$ cat config.mk
export PLATFORM = sky130hd
export DESIGN_NAME = player_link_framer
export DESIGN_NICKNAME = d
export VERILOG_FILES = /design/src/rtl/player_link_framer.sv
export SDC_FILE = /design/constraint.sdc
export NUM_CORES = 1
export LEC_CHECK = 0
export BUFFER_PORTS_ARGS = -buffer_cell sky130_fd_sc_hd__buf_4
export CAP_MARGIN = 20
export CORE_MARGIN = 1
export CORE_UTILIZATION = 28
export CTS_CLUSTER_DIAMETER = 60
export DETAILED_ROUTE_END_ITERATION = 12
export PLACE_DENSITY = 0.49
export SYNTH_ARGS = -nofsm -noshare
export SYNTH_HDL_FRONTEND = slang
export SYNTH_SLANG_ARGS = --single-unit
$ cat constraint.sdc
create_clock -name clk -period 5.2 [get_ports clk]
set_clock_uncertainty 0.1 [all_clocks]
set_input_delay 0.26 -clock clk [delete_from_list [all_inputs] [get_ports clk]]
set_output_delay 0.26 -clock clk [all_outputs]
set_load 0.05 [all_outputs]
$ cat src/rtl/player_link_framer.sv
`default_nettype none
// ============================================================================
//  Module   : player_link_framer
//  Purpose  : Frames the local player state (x, y, level, skin) into a
//             byte-wide packet for a UART transmitter, and parses incoming
//             packets into the remote player state.
//             Frame on the wire is: SYNC_BYTE, payload bytes 0..NB-1, then
//             the 8-bit modular sum of the payload bytes.
//             The payload is packed LSB first (x, y, level, skin) and
//             zero-padded to a whole number of bytes.
//             Also tracks link health: link_up and an error counter.
//  Ports    : clk, rst (sync, active-low)
//             TX side : send_req, x/y/level/skin_local -> tx_data, tx_valid,
//                       tx_ready (handshake), tx_busy
//             RX side : rx_data, rx_valid -> x/y/level/skin_remote,
//                       remote_valid, link_up, err_cnt
//  Revision : 1.0  initial release
// ============================================================================
module player_link_framer #(
    parameter int         X_W          = 12,
    parameter int         Y_W          = 12,
    parameter int         LVL_W        = 2,
    parameter int         SKIN_W       = 3,
    parameter logic [7:0] SYNC_BYTE    = 8'hA5,
    parameter int         GAP_CYC      = 20000,
    parameter int         LINK_TIMEOUT = 5000000
) (
    input  logic              clk,
    input  logic              rst,
    input  logic              send_req,
    input  logic [X_W-1:0]    x_local,
    input  logic [Y_W-1:0]    y_local,
    input  logic [LVL_W-1:0]  level_local,
    input  logic [SKIN_W-1:0] skin_local,
    output logic [7:0]        tx_data,
    output logic              tx_valid,
    input  logic              tx_ready,
    output logic              tx_busy,
    input  logic [7:0]        rx_data,
    input  logic              rx_valid,
    output logic [X_W-1:0]    x_remote,
    output logic [Y_W-1:0]    y_remote,
    output logic [LVL_W-1:0]  level_remote,
    output logic [SKIN_W-1:0] skin_remote,
    output logic              remote_valid,
    output logic              link_up,
    output logic [7:0]        err_cnt
);

    localparam int c_PB    = X_W + Y_W + LVL_W + SKIN_W;
    localparam int c_NB    = (c_PB + 7) / 8;
    localparam int c_BW    = c_NB * 8;
    localparam int c_IDX_W = (c_NB > 1) ? $clog2(c_NB) : 1;
    localparam int c_GAP_W = $clog2(GAP_CYC + 1);
    localparam int c_WD_W  = $clog2(LINK_TIMEOUT + 1);

    localparam logic [c_IDX_W-1:0] c_IDX_LAST = c_IDX_W'(c_NB - 1);
    localparam logic [c_GAP_W-1:0] c_GAP_LAST = c_GAP_W'(GAP_CYC - 1);
    localparam logic [c_WD_W-1:0]  c_WD_MAX   = c_WD_W'(LINK_TIMEOUT);
    localparam logic [c_WD_W-1:0]  c_WD_LAST  = c_WD_W'(LINK_TIMEOUT - 1);

    typedef enum logic [1:0] {
        TX_IDLE = 2'd0,
        TX_SYNC = 2'd1,
        TX_PAY  = 2'd2,
        TX_CSUM = 2'd3
    } tx_state_t;

    typedef enum logic [1:0] {
        RX_HUNT = 2'd0,
        RX_PAY  = 2'd1,
        RX_CSUM = 2'd2
    } rx_state_t;

    // ------------------------------------------------------------------------
    // TX path
    // ------------------------------------------------------------------------
    tx_state_t            r_tx_state;
    tx_state_t            w_tx_next;
    logic                 r_pending;
    logic [c_BW-1:0]      r_tx_buf;      // payload snapshot, shifted down per byte
    logic [7:0]           r_tx_csum;
    logic [c_IDX_W-1:0]   r_tx_idx;
    logic [c_BW-1:0]      w_tx_payload;
    logic [7:0]           w_tx_sum;
    logic                 w_frame_start;
    logic [7:0]           w_tx_data;
    logic                 w_tx_valid;

    // Packed payload and its checksum, built straight from the live inputs;
    // only captured on the frame-start edge.
    always_comb begin
        w_tx_payload            = '0;
        w_tx_payload[c_PB-1:0]  = {skin_local, level_local, y_local, x_local};
        w_tx_sum                = 8'h00;
        for (int k = 0; k < c_NB; k++) begin
            w_tx_sum = w_tx_sum + w_tx_payload[8*k +: 8];
        end
    end

    always_ff @(posedge clk) begin
        if (!rst) begin
            r_tx_state <= TX_IDLE;
        end else begin
            r_tx_state <= w_tx_next;
        end
    end

    always_comb begin
        w_tx_next     = r_tx_state;
        w_frame_start = 1'b0;
        w_tx_data     = 8'h00;
        w_tx_valid    = 1'b0;
        case (r_tx_state)
            TX_IDLE: begin
                if (send_req || r_pending) begin
                    w_tx_next     = TX_SYNC;
                    w_frame_start = 1'b1;
                end
            end
            TX_SYNC: begin
                w_tx_valid = 1'b1;
                w_tx_data  = SYNC_BYTE;
                if (tx_ready) begin
                    w_tx_next = TX_PAY;
                end
            end
            TX_PAY: begin
                w_tx_valid = 1'b1;
                w_tx_data  = r_tx_buf[7:0];
                if (tx_ready && (r_tx_idx == c_IDX_LAST)) begin
                    w_tx_next = TX_CSUM;
                end
            end
            TX_CSUM: begin
                w_tx_valid = 1'b1;
                w_tx_data  = r_tx_csum;
                if (tx_ready) begin
                    // A queued request chains straight into the next frame.
                    if (r_pending) begin
                        w_tx_next     = TX_SYNC;
                        w_frame_start = 1'b1;
                    end else begin
                        w_tx_next = TX_IDLE;
                    end
                end
            end
            default: w_tx_next = TX_IDLE;
        endcase
    end

    always_ff @(posedge clk) begin
        if (!rst) begin
            r_pending <= 1'b0;
            r_tx_buf  <= '0;
            r_tx_csum <= 8'h00;
            r_tx_idx  <= '0;
        end else begin
            if (w_frame_start) begin
                r_tx_buf  <= w_tx_payload;
                r_tx_csum <= w_tx_sum;
                r_tx_idx  <= '0;
            end else if ((r_tx_state == TX_PAY) && tx_ready) begin
                r_tx_buf <= r_tx_buf >> 8;
                r_tx_idx <= r_tx_idx + c_IDX_W'(1);
            end
            // A request coinciding with a frame start is consumed by it.
            if (w_frame_start) begin
                r_pending <= 1'b0;
            end else if (send_req) begin
                r_pending <= 1'b1;
            end
        end
    end

    assign tx_data  = w_tx_data;
    assign tx_valid = w_tx_valid;
    assign tx_busy  = (r_tx_state != TX_IDLE) || r_pending;

    // ------------------------------------------------------------------------
    // RX path
    // ------------------------------------------------------------------------
    rx_state_t            r_rx_state;
    rx_state_t            w_rx_next;
    logic [c_PB-1:0]      r_rx_buf;      // only real payload bits; padding is dropped
    logic [7:0]           r_rx_sum;
    logic [c_IDX_W-1:0]   r_rx_idx;
    logic [c_GAP_W-1:0]   r_gap_cnt;
    logic [c_WD_W-1:0]    r_wd_cnt;
    logic [X_W-1:0]       r_x_remote;
    logic [Y_W-1:0]       r_y_remote;
    logic [LVL_W-1:0]     r_level_remote;
    logic [SKIN_W-1:0]    r_skin_remote;
    logic                 r_remote_valid;
    logic                 r_link_up;
    logic [7:0]           r_err_cnt;
    logic                 w_good;
    logic                 w_bad;
    logic                 w_gap_hit;

    assign w_gap_hit = (r_gap_cnt == c_GAP_LAST);

    always_ff @(posedge clk) begin
        if (!rst) begin
            r_rx_state <= RX_HUNT;
        end else begin
            r_rx_state <= w_rx_next;
        end
    end

    always_comb begin
        w_rx_next = r_rx_state;
        w_good    = 1'b0;
        w_bad     = 1'b0;
        case (r_rx_state)
            RX_HUNT: begin
                if (rx_valid && (rx_data == SYNC_BYTE)) begin
                    w_rx_next = RX_PAY;
                end
            end
            RX_PAY: begin
                if (rx_valid) begin
                    if (r_rx_idx == c_IDX_LAST) begin
                        w_rx_next = RX_CSUM;
                    end
                end else if (w_gap_hit) begin
                    w_rx_next = RX_HUNT;
                    w_bad     = 1'b1;
                end
            end
            RX_CSUM: begin
                if (rx_valid) begin
                    w_rx_next = RX_HUNT;
                    if (rx_data == r_rx_sum) begin
                        w_good = 1'b1;
                    end else begin
                        w_bad = 1'b1;
                    end
                end else if (w_gap_hit) begin
                    w_rx_next = RX_HUNT;
                    w_bad     = 1'b1;
                end
            end
            default: w_rx_next = RX_HUNT;
        endcase
    end

    always_ff @(posedge clk) begin
        if (!rst) begin
            r_rx_buf       <= '0;
            r_rx_sum       <= 8'h00;
            r_rx_idx       <= '0;
            r_gap_cnt      <= '0;
            r_wd_cnt       <= '0;
            r_x_remote     <= '0;
            r_y_remote     <= '0;
            r_level_remote <= '0;
            r_skin_remote  <= '0;
            r_remote_valid <= 1'b0;
            r_link_up      <= 1'b0;
            r_err_cnt      <= 8'h00;
        end else begin
            if (r_rx_state == RX_HUNT) begin
                r_rx_idx <= '0;
                r_rx_sum <= 8'h00;
            end else if ((r_rx_state == RX_PAY) && rx_valid) begin
                // Each payload bit lands in the byte lane selected by the index;
                // padding bits of the last byte have no storage.
                for (int b = 0; b < c_PB; b++) begin
                    if (r_rx_idx == c_IDX_W'(b / 8)) begin
                        r_rx_buf[b] <= rx_data[b % 8];
                    end
                end
                r_rx_sum <= r_rx_sum + rx_data;
                r_rx_idx <= r_rx_idx + c_IDX_W'(1);
            end

            if ((r_rx_state == RX_HUNT) || rx_valid) begin
                r_gap_cnt <= '0;
            end else begin
                r_gap_cnt <= r_gap_cnt + c_GAP_W'(1);
            end

            if (w_good) begin
                r_x_remote     <= r_rx_buf[X_W-1:0];
                r_y_remote     <= r_rx_buf[X_W +: Y_W];
                r_level_remote <= r_rx_buf[X_W+Y_W +: LVL_W];
                r_skin_remote  <= r_rx_buf[X_W+Y_W+LVL_W +: SKIN_W];
            end
            r_remote_valid <= w_good;

            if (w_bad && (r_err_cnt != 8'hFF)) begin
                r_err_cnt <= r_err_cnt + 8'd1;
            end

            // Link watchdog: saturates at the timeout so link_up stays low.
            if (w_good) begin
                r_wd_cnt  <= '0;
                r_link_up <= 1'b1;
            end else if (r_wd_cnt != c_WD_MAX) begin
                r_wd_cnt <= r_wd_cnt + c_WD_W'(1);
                if (r_wd_cnt == c_WD_LAST) begin
                    r_link_up <= 1'b0;
                end
            end else begin
                r_link_up <= 1'b0;
            end
        end
    end

    assign x_remote     = r_x_remote;
    assign y_remote     = r_y_remote;
    assign level_remote = r_level_remote;
    assign skin_remote  = r_skin_remote;
    assign remote_valid = r_remote_valid;
    assign link_up      = r_link_up;
    assign err_cnt      = r_err_cnt;

endmodule
`default_nettype wire

; ---- Word level (Yosys, flattened, before mapping)
; Cells that the tools add are included.
[classes]
add_sub_neg = 9
n_eq_ne = 22
n_mux = 31
bitwise_logic = 2
n_reduce_logical = 24
[op_table]
columns = cell, n
row1 = 29-bit two-way mux, 2
row2 = 8-bit adder, 3
row3 = 8-bit one-hot mux with 3 select lines, 1
row4 = 23-bit by 1-bit adder with 23-bit output (second input constant), 1
row5 = 23-bit equality test (second input constant), 1
row6 = 23-bit inequality test (second input constant), 1
row7 = 2-bit two-way mux, 9
row8 = 15-bit by 1-bit adder with 15-bit output (second input constant), 1
row9 = 15-bit equality test (second input constant), 1
row10 = 1-bit two-way mux, 15
row11 = 2-bit equality test (second input constant), 6
row12 = 3-bit AND reduction, 4
row13 = 2-bit inequality test (second input constant), 5
row14 = 8-bit by 1-bit adder with 8-bit output (second input constant), 1
row15 = 8-bit by 5-bit adder with 8-bit output, 1
row16 = 8-bit equality test, 1
row17 = 8-bit equality test (second input constant), 1
row18 = 8-bit inequality test (second input constant), 1
row19 = 2-bit one-hot mux with 4 select lines, 1
row20 = 2-bit OR reduction, 4
row21 = 2-bit by 1-bit equality test with 1-bit output (second input constant), 3
row22 = 2-bit zero test, 3
row23 = 3-bit by 2-bit inequality test with 1-bit output (second input constant), 2
row24 = 2-bit one-hot mux with 3 select lines, 1
row25 = 9 further kinds, 19
[word_totals]
reg_bits = 160
inputBits = 42
output_inout_bits = 49
word_cells = 109

; ---- Logic depth before layout (Yosys ltp)
[depth]
depth_word = 5
depth_mapped = 12
ltp_nobuf = 12

; ---- Worst setup path before layout
; No wires, ideal clock.
[synth_timing]
path_kind = input to register
start = in x_local[1]
end = reg r_tx_csum[7]
setup_ps = 137
arrival_ps = 2540
required_time_ps = 4963
path_slack_ps = 2423
path_stages = 12
path_buffers = 0
path_cell_list = inv_1 fa_1 inv_1 fa_1 ha_1 inv_1 fa_1 nand2b_1 a21oi_1 o21a_1 or3_1 a31oi_1
[synth_between]
elab_chain_cells = 3
[synth_rtl]
columns = element, line
row1 = from (decl), 31  ; input logic [X_W-1:0] x_local,
row2 = 8-bit adder (2 in series), 97  ; w_tx_sum = w_tx_sum + w_tx_payload[8*k +: 8];
row3 = 8-bit by 5-bit adder with 8-bit output, 97
row4 = to (signal assigned), 161  ; r_tx_csum <= w_tx_sum;
row5 = to (decl), 82  ; logic [7:0] r_tx_csum;
; No other way between the ends.
; A chain may end at the register's enable or synchronous reset.

; ---- Worst setup path after layout
[layout_timing]
start = in rx_data[5]
end = reg r_wd_cnt[3]
[layout_between]
elab_chain_cells = 5
[layout_rtl]
columns = element, line
row1 = from (decl), 39  ; input logic [7:0] rx_data,
row2 = 8-bit equality test, 234  ; if (rx_data == r_rx_sum) begin
row3 = 1-bit two-way mux, 234
row4 = 1-bit two-way mux, 232  ; if (rx_valid) begin
row5 = 1-bit two-way mux, 215  ; case (r_rx_state)
row6 = 2-bit OR reduction (no source line), n/a
row7 = to (signal assigned), 301  ; r_wd_cnt <= r_wd_cnt + c_WD_W'(1);
row8 = to (decl), 189  ; logic [c_WD_W-1:0] r_wd_cnt;
; No other way between the ends.

==> results.ini <==
[outcome]
status=completed

[sta]
period_share=0.613
fin_crit_ns=3.19
finalSetupViolCount=0
rsz0062_at_grt=no
fin_tns_setup_ns=0
tightest_slew_ns=1.06
hold_viol=0
slew_headroom=0.292
final_max_slew_viol_count=0
clock.fmax_mhz=314
setup_ws_ns=2.01

[placed_design]
post-place-ws_ns=2.09
hpwl_um=13500
gp_congestion=0.781
placed_cells=1329
portBuffers=90

[floorplan]
die_x_um=168
rows=60
die-area_um2=28100
start_util=0.285
io_pins=91
core_um2=27000
die_h_um=168

[yosys]
synth_top_family_by_area=simple AND/OR/NAND/NOR gates
synthesis.instances=945
syn_avg_cell_area_um2=8.12
synth.distinct_cells=60
synth-xor-area-share=0.0432
synthAdderAreaFrac=0.0894
synth_seq_area_share=0.418
syn_area_um2=7670
synth-async-reset-ratio=0
syn_nets=1034
yosysWarnings=0
synth_edf_count=0
synthSimpleGateAreaFrac=0.243
muxShareOfSynthArea=0.00391
ys.flop_type=dfxtp_1
ys_ff_latch=160
synth_compound_area_frac=0.150

[critical_path]
cp-start-kind=input port
required_ns=5.38
path_max_fanout=31
arrival_ns=3.37
crit_path_end_kind=flip-flop
path_class=in -> reg

[clock_network]
clockRootBuffer=clkbuf_16
cts_tree=done
cts.path.max_buffers=2
post_cts_buffers=0
cts_num_sinks=160
cts_buffers=17
clk_latency_ns=0.43
clk_pin_slew_worst_paths_ns=0.08
htreeDepth=4

[pwr]
powerDensity_nw_per_um2=407
p_leak_nw=3.45
ir_drop_mv=0.222

[route]
wl_um=19700
drtIter0Drc=353
wl_per_cell_um=14.4
postRouteAntennaNets=0
viasPerCell=4.81
num_vias=6602
drc=0
drtPass1Iterations=5

[worst_hold_path]
min_path_type=in -> reg

[grt]
grt_max_degree=70
grt_first_pass_wirelength_um=32500
overflow=0
antenna_found_initial=0
groute.usage.overall=0.145
grt_pass1_vias=6220

[final_layout]
final_nets=1107
drive_gt1_frac=0.134
final_util=0.345
fillers=2887
final_common_cell=nand2_1
final_cells=1372
area_delta_synth_final_pct=21.1
final_cell_mix=189 x nand2_1, 160 x dfxtp_1, 104 x a21oi_1
n_antenna_cell=0

[flow_run]
maxCapViolations=0

## what timing repair did
action	CTS	global route
endpoints found under the hold margin	12	0
hold buffers	11	0
gates resized for setup	0	0
## layer usage
layer / global-route usage / vias to the layer above / routed length (um)
met5: 0 / - / 0
met4: 0.0483 / 0 / 306
met3: 0.0286 / 25 / 828
met2: 0.233 / 144 / 8970
met1: 0.194 / 3051 / 9600
li1: - / 3382 / -
## worst max-delay path, stage by stage
cell and delay [ns]:
dlygate4sd3_1 0.53, buf_4 0.16, ha_1 0.36, or4b_2 0.72, nor3_4 0.23, nand2_1 0.09, buf_4 0.25, nand2_1 0.64
nor2_1 0.12
## registers in the layout, indices dropped and copies added (netlist names)
register,flops
r_gap_cnt,15
remote_valid,1
x_remote,12
link_up,1
r_rx_state,2
err_cnt,8
r_tx_state,2
r_tx_buf,29
r_rx_buf,29
r_pending,1
r_rx_sum,8
y_remote,12
r_wd_cnt,23
level_remote,2
skin_remote,3
r_tx_idx,2
r_tx_csum,8
r_rx_idx,2
## path summary, 6_finish.rpt
path,start,endpoint,slack [ns],cells past startpoint
max,rx_data[5],r_wd_cnt[3]$_SDFFE_PP0N_,2.01,9
max reg2reg,r_rx_sum[5]$_SDFFE_PP0P_,r_wd_cnt[3]$_SDFFE_PP0N_,2.24,7
min reg2reg,r_tx_csum[4]$_SDFFE_PN0P_,r_tx_csum[4]$_SDFFE_PN0P_,0.35,2
min,rx_data[2],r_rx_buf[18]$_SDFFE_PN0P_,0.02,3
## synth_stat cells (all sizes together), types with 3 or more instances
cell type	count	area, um^2
nand2	189	709
dfxtp	160	3200
a21oi	105	526
nor2	80	300
nand3	55	275
inv	49	184
clkbuf	42	159
ha	34	425
a311oi	22	193
xor2	21	191
o21ai	20	100
xnor2	16	140
fa	13	260
and2	10	63.8
or3	10	62.6
buf	9	61.3
nand4	9	56.3
a22oi	8	60.1
nor3	8	56.3
and3	7	45.1
nand2b	7	43.8
o31ai	7	52.6
a211oi	6	45.0
a31oi	5	31.3
nor4	5	31.3
or4	5	37.5
nor2b	4	25.0
a21o	3	22.5
and4	3	26.3
mux2i	3	30.0
nand4b	3	26.3
o211ai	3	22.5
o21a	3	22.5
## final cells by class
class                      count  area (um^2)  area share
timing repair buffer         105          816      0.0878
inverter                      49          185      0.0199
clock inverter                15          164      0.0176
clock buffer                  17          425      0.0458
tap                          341          427      0.0459
sequential                   160         3200       0.345
multi-input combinational    685         4070       0.438
## cells by family after synthesis
family,count (synthesis)
DFF,160
buffers and inverters,100
muxes,3
xor gates and xnor gates,37
AOI/OAI and AO/OA,191
adders and majority gates,47
and+or+nand+nor,407
## power by group
part           leakage [nW]  switching, mW  internal [mW]  total [mW]
Combinational          1.86          0.723          0.357        1.08
Sequential             1.30         0.0832           1.36        1.45
Clock                 0.288          0.604          0.648        1.25
## stage by stage
step | instance area (um^2) | power, mW | hold slack, ns
after global routing | 9290 | 4.01 | 0.00865
final | 9290 | 3.78 | 0.0176
after global placement | 8590 | 2.55 | 0.341
after detailed placement | 8590 | 2.56 | 0.343
after CTS | 9290 | 3.84 | 0.000994
after floorplan | 7670 | 2.25 | 0.276
Note: power is estimated with default switching activity, not from simulation.
